--- src/rtl/edu_tpu_pkg.sv ---
// Shared definitions for the edu_tpu Wishbone host.
//   state_t           : host FSM states
//   TPU_BASE_ADDRESS  : address of the TPU slave's single register
//   N_WEIGHT/N_INPUT  : words written per job (weights first, then inputs)
//   N_RESULT          : words read back per job
//   INPUT_MASK        : input words carry only 24 significant bits
package edu_tpu_pkg;

    typedef enum logic [3:0] {
        IDLE,
        FETCH,
        WR_REQ,
        WR_GAP,
        SETTLE,
        RD_REQ,
        RD_GAP,
        DONE,
        ERR
    } state_t;

    localparam logic [31:0] TPU_BASE_ADDRESS = 32'h3000_0000;
    localparam int          N_WEIGHT         = 4;
    localparam int          N_INPUT          = 6;
    localparam int          N_RESULT         = 5;
    localparam logic [31:0] INPUT_MASK       = 32'h00FF_FFFF;

endpackage

--- src/rtl/wb_ack_timer.sv ---
// Saturating wait counter for Wishbone acknowledge timeouts.
//   clk      : clock
//   rst      : synchronous active-high reset
//   clr      : holds the counter at zero (asserted whenever no request is pending)
//   timeout  : high once the counter has reached TIMEOUT; stays high until clr
module wb_ack_timer #(
    parameter int TIMEOUT = 255
) (
    input  logic clk,
    input  logic rst,
    input  logic clr,
    output logic timeout
);

    localparam int            CW    = $clog2(TIMEOUT + 1);
    localparam logic [CW-1:0] LIMIT = CW'(TIMEOUT);

    logic [CW-1:0] cnt_reg;

    always_ff @(posedge clk) begin
        if (rst || clr) begin
            cnt_reg <= '0;
        end else if (cnt_reg != LIMIT) begin
            cnt_reg <= cnt_reg + 1'b1;
        end
    end

    assign timeout = (cnt_reg == LIMIT);

endmodule

--- src/rtl/edu_tpu_wb_host.sv ---
// Wishbone classic initiator that runs one edu_tpu job: N_WEIGHT weight
// writes, N_INPUT input writes, a settle wait, then N_RESULT result reads,
// all at a single register address.
//   caravel_wb_clk_i / caravel_wb_rst_i : clock, synchronous active-high reset
//   start_i                              : job start pulse (ignored while busy)
//   src_valid_i / src_data_i / src_ready_o : word stream supplying weights/inputs
//   res_valid_o / res_data_o             : one pulse per result word
//   busy_o / done_o / err_o              : job status (err_o sticky until start)
//   wbm_*                                : Wishbone initiator port
module edu_tpu_wb_host
    import edu_tpu_pkg::*;
#(
    parameter logic [31:0] BASE_ADDRESS  = edu_tpu_pkg::TPU_BASE_ADDRESS,
    parameter int          N_WEIGHT      = edu_tpu_pkg::N_WEIGHT,
    parameter int          N_INPUT       = edu_tpu_pkg::N_INPUT,
    parameter int          N_RESULT      = edu_tpu_pkg::N_RESULT,
    parameter int          SETTLE_CYCLES = 64,
    parameter int          TIMEOUT       = 255
) (
    input  logic        caravel_wb_clk_i,
    input  logic        caravel_wb_rst_i,
    input  logic        start_i,
    input  logic        src_valid_i,
    input  logic [31:0] src_data_i,
    output logic        src_ready_o,
    output logic        res_valid_o,
    output logic [31:0] res_data_o,
    output logic        busy_o,
    output logic        done_o,
    output logic        err_o,
    output logic        wbm_cyc_o,
    output logic        wbm_stb_o,
    output logic        wbm_we_o,
    output logic [3:0]  wbm_sel_o,
    output logic [31:0] wbm_adr_o,
    output logic [31:0] wbm_dat_o,
    input  logic [31:0] wbm_dat_i,
    input  logic        wbm_ack_i
);

    localparam int WCW = $clog2(N_WEIGHT + N_INPUT + 1);
    localparam int RCW = $clog2(N_RESULT + 1);
    localparam int SCW = $clog2(SETTLE_CYCLES + 1);

    localparam logic [WCW-1:0] N_WR        = WCW'(N_WEIGHT + N_INPUT);
    localparam logic [WCW-1:0] N_WT        = WCW'(N_WEIGHT);
    localparam logic [RCW-1:0] N_RD        = RCW'(N_RESULT);
    localparam logic [RCW-1:0] LAST_RD     = RCW'(N_RESULT - 1);
    localparam logic [SCW-1:0] SETTLE_LAST = SCW'(SETTLE_CYCLES - 1);

    state_t         state_reg;
    logic [WCW-1:0] wcnt_reg;
    logic [RCW-1:0] rcnt_reg;
    logic [SCW-1:0] settle_reg;
    logic           bus_reg;       // cyc and stb always move together
    logic           we_reg;
    logic [31:0]    dat_reg;
    logic           ready_reg;
    logic           res_valid_reg;
    logic [31:0]    res_data_reg;
    logic           busy_reg;
    logic           done_reg;
    logic           err_reg;

    logic in_req;
    logic ack_timeout;

    assign in_req = (state_reg == WR_REQ) || (state_reg == RD_REQ);

    // Counter is held at zero outside the request states, so it restarts
    // from zero on every new request.
    wb_ack_timer #(
        .TIMEOUT (TIMEOUT)
    ) u_ack_timer (
        .clk     (caravel_wb_clk_i),
        .rst     (caravel_wb_rst_i),
        .clr     (!in_req),
        .timeout (ack_timeout)
    );

    always_ff @(posedge caravel_wb_clk_i) begin
        if (caravel_wb_rst_i) begin
            state_reg     <= IDLE;
            wcnt_reg      <= '0;
            rcnt_reg      <= '0;
            settle_reg    <= '0;
            bus_reg       <= 1'b0;
            we_reg        <= 1'b0;
            dat_reg       <= '0;
            ready_reg     <= 1'b0;
            res_valid_reg <= 1'b0;
            res_data_reg  <= '0;
            busy_reg      <= 1'b0;
            done_reg      <= 1'b0;
            err_reg       <= 1'b0;
        end else begin
            res_valid_reg <= 1'b0;
            case (state_reg)
                IDLE: begin
                    if (start_i) begin
                        busy_reg  <= 1'b1;
                        err_reg   <= 1'b0;
                        wcnt_reg  <= '0;
                        rcnt_reg  <= '0;
                        ready_reg <= 1'b1;
                        state_reg <= FETCH;
                    end
                end
                FETCH: begin
                    if (src_valid_i) begin
                        ready_reg <= 1'b0;
                        // Input words follow the weights and carry 24 bits only.
                        dat_reg   <= (wcnt_reg >= N_WT) ? (src_data_i & INPUT_MASK) : src_data_i;
                        bus_reg   <= 1'b1;
                        we_reg    <= 1'b1;
                        state_reg <= WR_REQ;
                    end
                end
                WR_REQ: begin
                    if (wbm_ack_i) begin
                        bus_reg   <= 1'b0;
                        we_reg    <= 1'b0;
                        wcnt_reg  <= wcnt_reg + 1'b1;
                        state_reg <= WR_GAP;
                    end else if (ack_timeout) begin
                        bus_reg   <= 1'b0;
                        we_reg    <= 1'b0;
                        err_reg   <= 1'b1;
                        state_reg <= ERR;
                    end
                end
                WR_GAP: begin
                    // One idle cycle lets the slave's registered ack fall.
                    if (wcnt_reg < N_WR) begin
                        ready_reg <= 1'b1;
                        state_reg <= FETCH;
                    end else begin
                        settle_reg <= '0;
                        state_reg  <= SETTLE;
                    end
                end
                SETTLE: begin
                    if (settle_reg == SETTLE_LAST) begin
                        bus_reg   <= 1'b1;
                        we_reg    <= 1'b0;
                        state_reg <= RD_REQ;
                    end else begin
                        settle_reg <= settle_reg + 1'b1;
                    end
                end
                RD_REQ: begin
                    if (wbm_ack_i) begin
                        // The final result word only has 16 significant bits.
                        res_data_reg  <= (rcnt_reg == LAST_RD) ? {16'h0000, wbm_dat_i[15:0]} : wbm_dat_i;
                        res_valid_reg <= 1'b1;
                        rcnt_reg      <= rcnt_reg + 1'b1;
                        bus_reg       <= 1'b0;
                        state_reg     <= RD_GAP;
                    end else if (ack_timeout) begin
                        bus_reg   <= 1'b0;
                        err_reg   <= 1'b1;
                        state_reg <= ERR;
                    end
                end
                RD_GAP: begin
                    if (rcnt_reg < N_RD) begin
                        bus_reg   <= 1'b1;
                        we_reg    <= 1'b0;
                        state_reg <= RD_REQ;
                    end else begin
                        done_reg  <= 1'b1;
                        state_reg <= DONE;
                    end
                end
                DONE: begin
                    done_reg  <= 1'b0;
                    busy_reg  <= 1'b0;
                    state_reg <= IDLE;
                end
                ERR: begin
                    busy_reg  <= 1'b0;
                    state_reg <= IDLE;
                end
                default: begin
                    state_reg <= IDLE;
                end
            endcase
        end
    end

    assign src_ready_o = ready_reg;
    assign res_valid_o = res_valid_reg;
    assign res_data_o  = res_data_reg;
    assign busy_o      = busy_reg;
    assign done_o      = done_reg;
    assign err_o       = err_reg;
    assign wbm_cyc_o   = bus_reg;
    assign wbm_stb_o   = bus_reg;
    assign wbm_we_o    = we_reg;
    assign wbm_sel_o   = bus_reg ? 4'hF : 4'h0;
    assign wbm_adr_o   = bus_reg ? BASE_ADDRESS : 32'h0;
    assign wbm_dat_o   = dat_reg;

endmodule
--- config.mk ---
export PLATFORM = sky130hd
export DESIGN_NAME = edu_tpu_wb_host
export DESIGN_NICKNAME = d
export VERILOG_FILES = /design/src/rtl/edu_tpu_pkg.sv /design/src/rtl/wb_ack_timer.sv /design/src/rtl/edu_tpu_wb_host.sv
export SDC_FILE = /design/constraint.sdc
export NUM_CORES = 1
export LEC_CHECK = 0
export CORE_MARGIN = 2
export CORE_UTILIZATION = 43
export DETAILED_ROUTE_END_ITERATION = 7
export PLACE_DENSITY = 0.8
export SLEW_MARGIN = 20
export SYNTH_ARGS = -nofsm -noshare
export SYNTH_HDL_FRONTEND = slang
export SYNTH_SLANG_ARGS = --single-unit
--- constraint.sdc ---
create_clock -name caravel_wb_clk_i -period 2.22 [get_ports caravel_wb_clk_i]
set_clock_uncertainty 0.05 [all_clocks]
set_input_delay 0.444 -clock caravel_wb_clk_i [delete_from_list [all_inputs] [get_ports caravel_wb_clk_i]]
set_output_delay 0.444 -clock caravel_wb_clk_i [all_outputs]
set_load 0.05 [all_outputs]
==> flow_metrics.py, run 1 <==
metrics = {
    "run_status": {
        "status": "finished, final reports clean",
    },
    "cells_and_area": {
        "synthToLayoutAreaGrowth_pct": 38.1,
        "layout_commonest_cell": "clkdlybuf4s50_1",
        "most-common-layout-cells": "clkdlybuf4s50_1, nand2_1, dfxtp_1",
        "drive_gt1_share_pct": 7.15,
        "utilization_pct": 60.8,
        "instances_no_fill": 762,
        "final_nets": 698,
        "fin_area_mm2": 0.00591,
        "diodes": 0,
    },
    "power": {
        "leakage_nw": 2.17,
        "p_total_mw": 3.63,
        "ir_drop_v": 0.000312,
        "intPower_mw": 2.57,
        "p_per_area_mw_per_mm2": 613,
        "pwr-share-seq_pct": 49.3,
        "p_sw_mw": 1.06,
        "p_clk_share_pct": 34.3,
        "p_comb_share_pct": 16.4,
        "sw_frac_of_total_pct": 29.3,
    },
    "sta": {
        "setup_violations": 0,
        "relSlewSlack_pct": 60.7,
        "holdWs_ns": 0.400,
        "fmax_mhz": 488,
        "slew_violations": 0,
        "fin_setup_tns_ns": 0,
        "worst_pin_slew_ns": 0.587,
        "fin_crit_sh_pct": 92.4,
        "rsz0062_at_grt": "no",
        "layout_min_cycle_time_ns": 2.05,
        "finalHoldViolCount": 0,
        "fin_ws_ns": 0.169,
    },
    "clocking": {
        "max-clock-path-buffers": 2,
        "cts_root_buffer": "clkbuf_8",
        "cts-htree-levels": 3,
        "cts_tree": "yes",
        "cts_setup_buffers": 0,
        "cts_sinks": 97,
        "cts_buffers": 9,
        "clk_latency_ns": 0.36,
        "path_clk_slew_ns": 0.10,
    },
    "min_path": {
        "hold_path_class": "in2reg",
    },
    "drt": {
        "vias": 3875,
        "viasPerCell": 5.09,
        "drtIter0Drc": 172,
        "ant_nets": 0,
        "drt_first_pass_iters": 4,
        "wl_per_cell_um": 14.3,
        "routed_wl_mm": 10.9,
        "drc": 0,
    },
    "setup_path": {
        "critical_path.max_fanout": 2,
        "worstReg2RegStart": "state_reg[2]$_SDFFE_PP0P_",
        "worstPathCellList": "clkdlybuf4s50_1",
        "rrSetupSlack_ns": 0.34,
        "critPathRequiredTime_ns": 1.73,
        "arrival_ns": 1.56,
        "r2r_end": "settle_reg[4]$_SDFFE_PP0P_",
        "crit_family": "buffers and inverters",
        "crit_path_end_kind": "output port",
        "critPathCapture": "wbm_dat_o[24]",
        "path_buf_inv": 1,
        "startpoint": "wbm_dat_o[24]$_SDFFE_PP0P_",
        "max_stage_delay_ns": 0.83,
        "cp-start-kind": "register",
        "worst-setup-path-type": "reg2out",
        "path_depth": 1,
        "cp_slowest_cell": "clkdlybuf4s50_1",
        "rr_worst_depth": 5,
    },
    "global_route": {
        "grt_usage_pct": 19.6,
        "grt_pass1_vias": 3551,
        "antenna_found_initial": 0,
        "grt_overflow": 0,
        "grt_max_degree": 34,
        "grt_pass1_wl_mm": 17.4,
    },
    "placed_design": {
        "placed_area_mm2": 0.00569,
        "io_buffer_count": 146,
        "globalplace.congestion": 0.867,
        "placed_cells": 746,
        "preCtsSetupSlack_ns": 0.208,
        "dp_hpwl_mm": 7.95,
    },
    "floorplan": {
        "initial_core_util_pct": 44.0,
        "chipWidth_um": 104,
        "die_area_mm2": 0.0108,
        "io_pins": 177,
        "core_mm2": 0.00973,
        "die_h_um": 104,
        "std_cell_rows": 36,
    },
    "logic_synthesis": {
        "async_flop_share_pct": 0,
        "syn_avg_cell_area_um2": 8.70,
        "yosys_register_bits": 97,
        "ys.warnings.count": 0,
        "syn_inst": 492,
        "syn_area_mm2": 0.00428,
        "seq_area_frac_synth_pct": 45.3,
        "synth_cell_types": 66,
        "synth_edf_count": 0,
        "ys.flop_type": "dfxtp_1",
    },
    "job": {
        "cap_violations": 0,
    },
}
cell usage after synthesis (3+ instances only):
library cell / instances / area share, %
nand2_1: 103 / 9.0
dfxtp_1: 97 / 45
a21oi_1: 61 / 7.1
buf_4: 42 / 7.4
nand3_1: 24 / 2.8
a22o_1: 17 / 3.5
nor2_1: 15 / 1.3
buf_2: 9 / 1.1
clkbuf_1: 9 / 0.79
inv_1: 8 / 0.70
nor3_1: 8 / 0.93
ha_1: 5 / 1.5
o21ai_0: 5 / 0.58
and2_1: 4 / 0.58
and3_1: 4 / 0.58
o2111ai_1: 4 / 0.82
o21a_1: 4 / 0.70
xor2_1: 4 / 0.82
a2111o_1: 3 / 0.79
a22oi_1: 3 / 0.53
buf_6: 3 / 0.79
mux2i_1: 3 / 0.70
nor2b_1: 3 / 0.44
or2_2: 3 / 0.44
xnor2_1: 3 / 0.61
what timing repair did:
action                                  in CTS  in global routing
endpoints found under the setup margin       8                  4
hold buffers                                 0                  0
cloned                                       0                  0
resized for setup                            4                  4
power groups by stage:
stage               clock network [mW]  registers, mW  logic (mW)
floorplan                            0           1.92       0.327
global placement                     0           1.83       0.590
detailed placement                   0           1.83       0.595
CTS                               1.28           1.79       0.595
global route                      1.35           1.79       0.624
finish                            1.24           1.79       0.595
metal layers:
layer	part of all wire, %	GRT usage [%]
met2	50	34.4
met5	0	0
met4	1.2	5.89
met3	5.3	4.28
met1	43	24.0
layout make-up:
type / count / area [um2]
fillers: 847 / 3810
multi-input cells: 350 / 1980
flip-flops and latches: 97 / 1940
repair buffers: 157 / 1570
well taps: 133 / 166
clock buffers: 10 / 138
clock inverters: 6 / 85.1
inverters: 9 / 33.8
cells by family (layout without fill, tap and decap cells):
family                     Yosys count  after routing  share of synthesized area [%]
and+or+nand+nor                    182            182                           19.7
AOI/OAI and AO/OA                  122            122                           20.1
DFF                                 97             97                           45.3
buffers and inverters               74            182                           11.0
xor gates and xnor gates             7              7                           1.43
adders and majority gates            5              5                           1.46
muxes                                4              4                          0.964
other                                1             30                         0.0876
worst min path at each step:
| stage | from | end | slack [ns] | cells after the start |
|---|---|---|---|---|
| after floorplan | u_ack_timer.cnt_reg[1]$_SDFFE_PP0N_ | u_ack_timer.cnt_reg[1]$_SDFFE_PP0N_ | 0.41 | 2 |
| after global placement | wbm_dat_o[25]$_SDFFE_PP0P_ | wbm_dat_o[25]$_SDFFE_PP0P_ | 0.39 | 2 |
| after detailed placement | wbm_dat_o[26]$_SDFFE_PP0P_ | wbm_dat_o[26]$_SDFFE_PP0P_ | 0.39 | 2 |
| after CTS | caravel_wb_rst_i | rcnt_reg[1]$_SDFFE_PP0P_ | 0.39 | 2 |
| after global routing | caravel_wb_rst_i | rcnt_reg[1]$_SDFFE_PP0P_ | 0.40 | 2 |
| final | caravel_wb_rst_i | rcnt_reg[0]$_SDFFE_PP0P_ | 0.40 | 2 |
(Power assumes the default switching activity.)
==> inputs of run 2 (changes only) <==
GPL_ROUTABILITY_DRIVEN = 0   (was not set)
PLACE_DENSITY = 0.81   (was 0.8)
SYNTH_HIERARCHICAL = 1   (was not set)
==> run 2 against run 1 <==
Compared with the run above: hold slack gained 0.0076 ns; sequential power grew 3%; non-clock buffer count is the same; clock power grew 5%; global-route usage shrank 0.88 points; core utilization grew 0.14 points; setup slack lost 0.045 ns; register-to-register slack lost 0.22 ns; die area shrank 1.9%; via count grew 0.23%; critical endpoint is now state_reg[1]$_SDFFE_PP0P_.
==> flow_metrics.py, run 2 <==
metrics = {
    "floorplan": {
        "initial_core_util_pct": 43.6,
        "core_mm2": 0.00964,
        "die_area_mm2": 0.0106,
        "std_cell_rows": 36,
        "chipWidth_um": 103,
        "die_h_um": 103,
        "io_pins": 177,
    },
    "logic_synthesis": {
        "synth_top_area_cell": "dfxtp_1",
        "syn_area_mm2": 0.00420,
        "synth_common_cells": "dfxtp_1, nand2_1, a21oi_1",
        "seq_area_frac_synth_pct": 46.2,
        "yosys_register_bits": 97,
        "syn_avg_cell_area_um2": 8.57,
        "ys.warnings.count": 6,
        "synth.most_common_cell": "dfxtp_1",
        "async_flop_share_pct": 0,
        "netlist.area_leader.share_pct": 46.2,
        "synth_edf_count": 0,
        "ys.flop_type": "dfxtp_1",
        "syn_inst": 490,
        "synth_cell_types": 56,
        "yosys-top-cells-area": "dfxtp_1, nand2_1, buf_4, a21oi_1, a22o_1",
    },
    "global_route": {
        "use_met2_pct": 32.9,
        "grt_pass1_wl_mm": 15.9,
        "use_met3_pct": 5.76,
        "met1_usage_pct": 21.6,
        "grt_usage_pct": 18.7,
        "grt_overflow": 0,
        "grt_max_degree": 74,
        "grt_pass1_vias": 3449,
        "top_usage_layer": "met2",
        "antenna_found_initial": 0,
    },
    "sta": {
        "worst_pin_slew_ns": 0.646,
        "fmax_mhz": 477,
        "relSlewSlack_pct": 56.8,
        "rsz0062_at_grt": "yes",
        "layout_min_cycle_time_ns": 2.10,
        "finalHoldViolCount": 0,
        "slew_violations": 0,
        "fin_ws_ns": 0.124,
        "setup_violations": 0,
        "fin_crit_sh_pct": 94.4,
    },
    "power": {
        "p_per_area_mw_per_mm2": 685,
        "pwr-share-seq_pct": 46.0,
        "p_comb_share_pct": 21.7,
        "leakage_nw": 2.19,
        "intPower_mw": 2.85,
        "p_total_mw": 4.02,
        "p_sw_mw": 1.17,
        "p_clk_share_pct": 32.3,
        "sw_frac_of_total_pct": 29.2,
        "ir_drop_v": 0.000387,
    },
    "cells_and_area": {
        "diodes": 0,
        "final_nets": 695,
        "most-common-layout-cells": "clkdlybuf4s50_1, dfxtp_1, nand2_1",
        "synthToLayoutAreaGrowth_pct": 39.8,
        "instances_no_fill": 758,
        "drive_gt1_share_pct": 6.56,
        "utilization_pct": 60.9,
        "layout_commonest_cell": "clkdlybuf4s50_1",
    },
    "drt": {
        "drc": 0,
        "vias": 3884,
        "viasPerCell": 5.12,
        "routed_wl_mm": 10.5,
        "wl_per_cell_um": 13.9,
        "drtIter0Drc": 220,
        "drt_first_pass_iters": 4,
        "ant_nets": 0,
    },
    "setup_path": {
        "arrival_ns": 2.29,
        "crit_family": "simple AND/OR/NAND/NOR gates",
        "cp-start-kind": "register",
        "path_buf_inv": 1,
        "worstReg2RegStart": "u_ack_timer/cnt_reg[0]$_SDFFE_PP0P_",
        "critPathRequiredTime_ns": 2.41,
        "worst-setup-path-type": "reg2reg",
        "startpoint": "u_ack_timer/cnt_reg[0]$_SDFFE_PP0P_",
        "worstPathCellList": "ha_1 -> and4_2 -> nand2_2 -> inv_1 -> nand2_1 -> mux4_2 -> nor4b_1",
        "critical_path.max_fanout": 6,
        "cp_slowest_cell": "mux4_2",
        "max_stage_delay_ns": 0.45,
        "crit_path_end_kind": "register",
        "rrSetupSlack_ns": 0.12,
    },
    "clocking": {
        "cts_buffers": 9,
        "path_clk_slew_ns": 0.08,
        "cts_root_buffer": "clkbuf_8",
        "cts_tree": "yes",
        "max-clock-path-buffers": 2,
        "cts-htree-levels": 3,
        "cts_sinks": 97,
        "clk_latency_ns": 0.36,
        "hold_buffers": 0,
    },
    "placed_design": {
        "placed_cells": 743,
        "dp_hpwl_mm": 7.61,
        "io_buffer_count": 146,
        "preCtsSetupSlack_ns": -0.111,
    },
    "min_path": {
        "hold_path_class": "reg2reg",
        "min-delay-start": "res_data_o[7]$_SDFFE_PP0P_",
    },
    "job": {
        "cap_violations": 0,
    },
    "run_status": {
        "status": "finished, final reports clean",
    },
}
[run 2: worst paths after layout]
path | end | cells past startpoint
worst max-delay path | state_reg[1]$_SDFFE_PP0P_ | 7
worst min-delay path | res_data_o[7]$_SDFFE_PP0P_ | 2
worst max register to register | state_reg[1]$_SDFFE_PP0P_ | 7
worst min register to register | res_data_o[7]$_SDFFE_PP0P_ | 2
[run 2: layout make-up]
cell class | count | area (um2)
flip-flops and latches | 97 | 1940
inverters | 11 | 41.3
repair buffers | 157 | 1580
clock inverters | 3 | 90.1
fillers | 857 | 3770
well taps | 133 | 166
clock buffers | 12 | 135
multi-input cells | 345 | 1920
[run 2: cell families (layout without fill, tap and decap cells)]
logic type / after synthesis / in the layout / synth area share [%]
AND/OR/NAND/NOR: 183 / 183 / 20.5
other: 1 / 30 / 0.0893
adder cells (fa/ha/maj): 5 / 5 / 1.49
buffers and inverters: 77 / 183 / 11.3
flip-flops: 97 / 97 / 46.2
AO/OA/AOI/OAI: 120 / 120 / 18.6
multiplexers: 3 / 3 / 1.01
XOR/XNOR: 4 / 4 / 0.834
[run 2: per-stage QoR]
stage,TNS (ns),hold WS (ns),area [um2]
2_1_floorplan,0,0.399,4310
3_3_place_gp,-1.16,0.388,5610
3_5_place_dp,-1.60,0.396,5610
4_1_cts,0,0.408,5830
5_1_grt,-0.0227,0.430,5870
6_report,0,0.407,5870
[run 2: tightest hold or removal path: stages (launching register included)]
cell and delay [ns]:
dfxtp_1 0.32, nand2_1 0.05, a21oi_1 0.05
[run 2: layer usage]
layer	up-vias	wire length [um]
li1	1887	-
met1	1832	4240
met2	152	5310
met3	13	811
met4	0	142
met5	-	0
[run 2: repair_timing]
action                                  4_1_cts  5_1_grt
gates resized for setup                       1       13
buffers inserted                              0        0
pin swaps                                     0        1
endpoints found under the setup margin        1       20
[run 2: power groups by stage]
stage               Sequential [mW]  Combinational [mW]  Clock, mW
floorplan                      2.02               0.496          0
global route                   1.86               0.918       1.41
finish                         1.85               0.873       1.30
global placement               1.89               0.854          0
detailed placement             1.89               0.865          0
CTS                            1.85               0.866       1.34
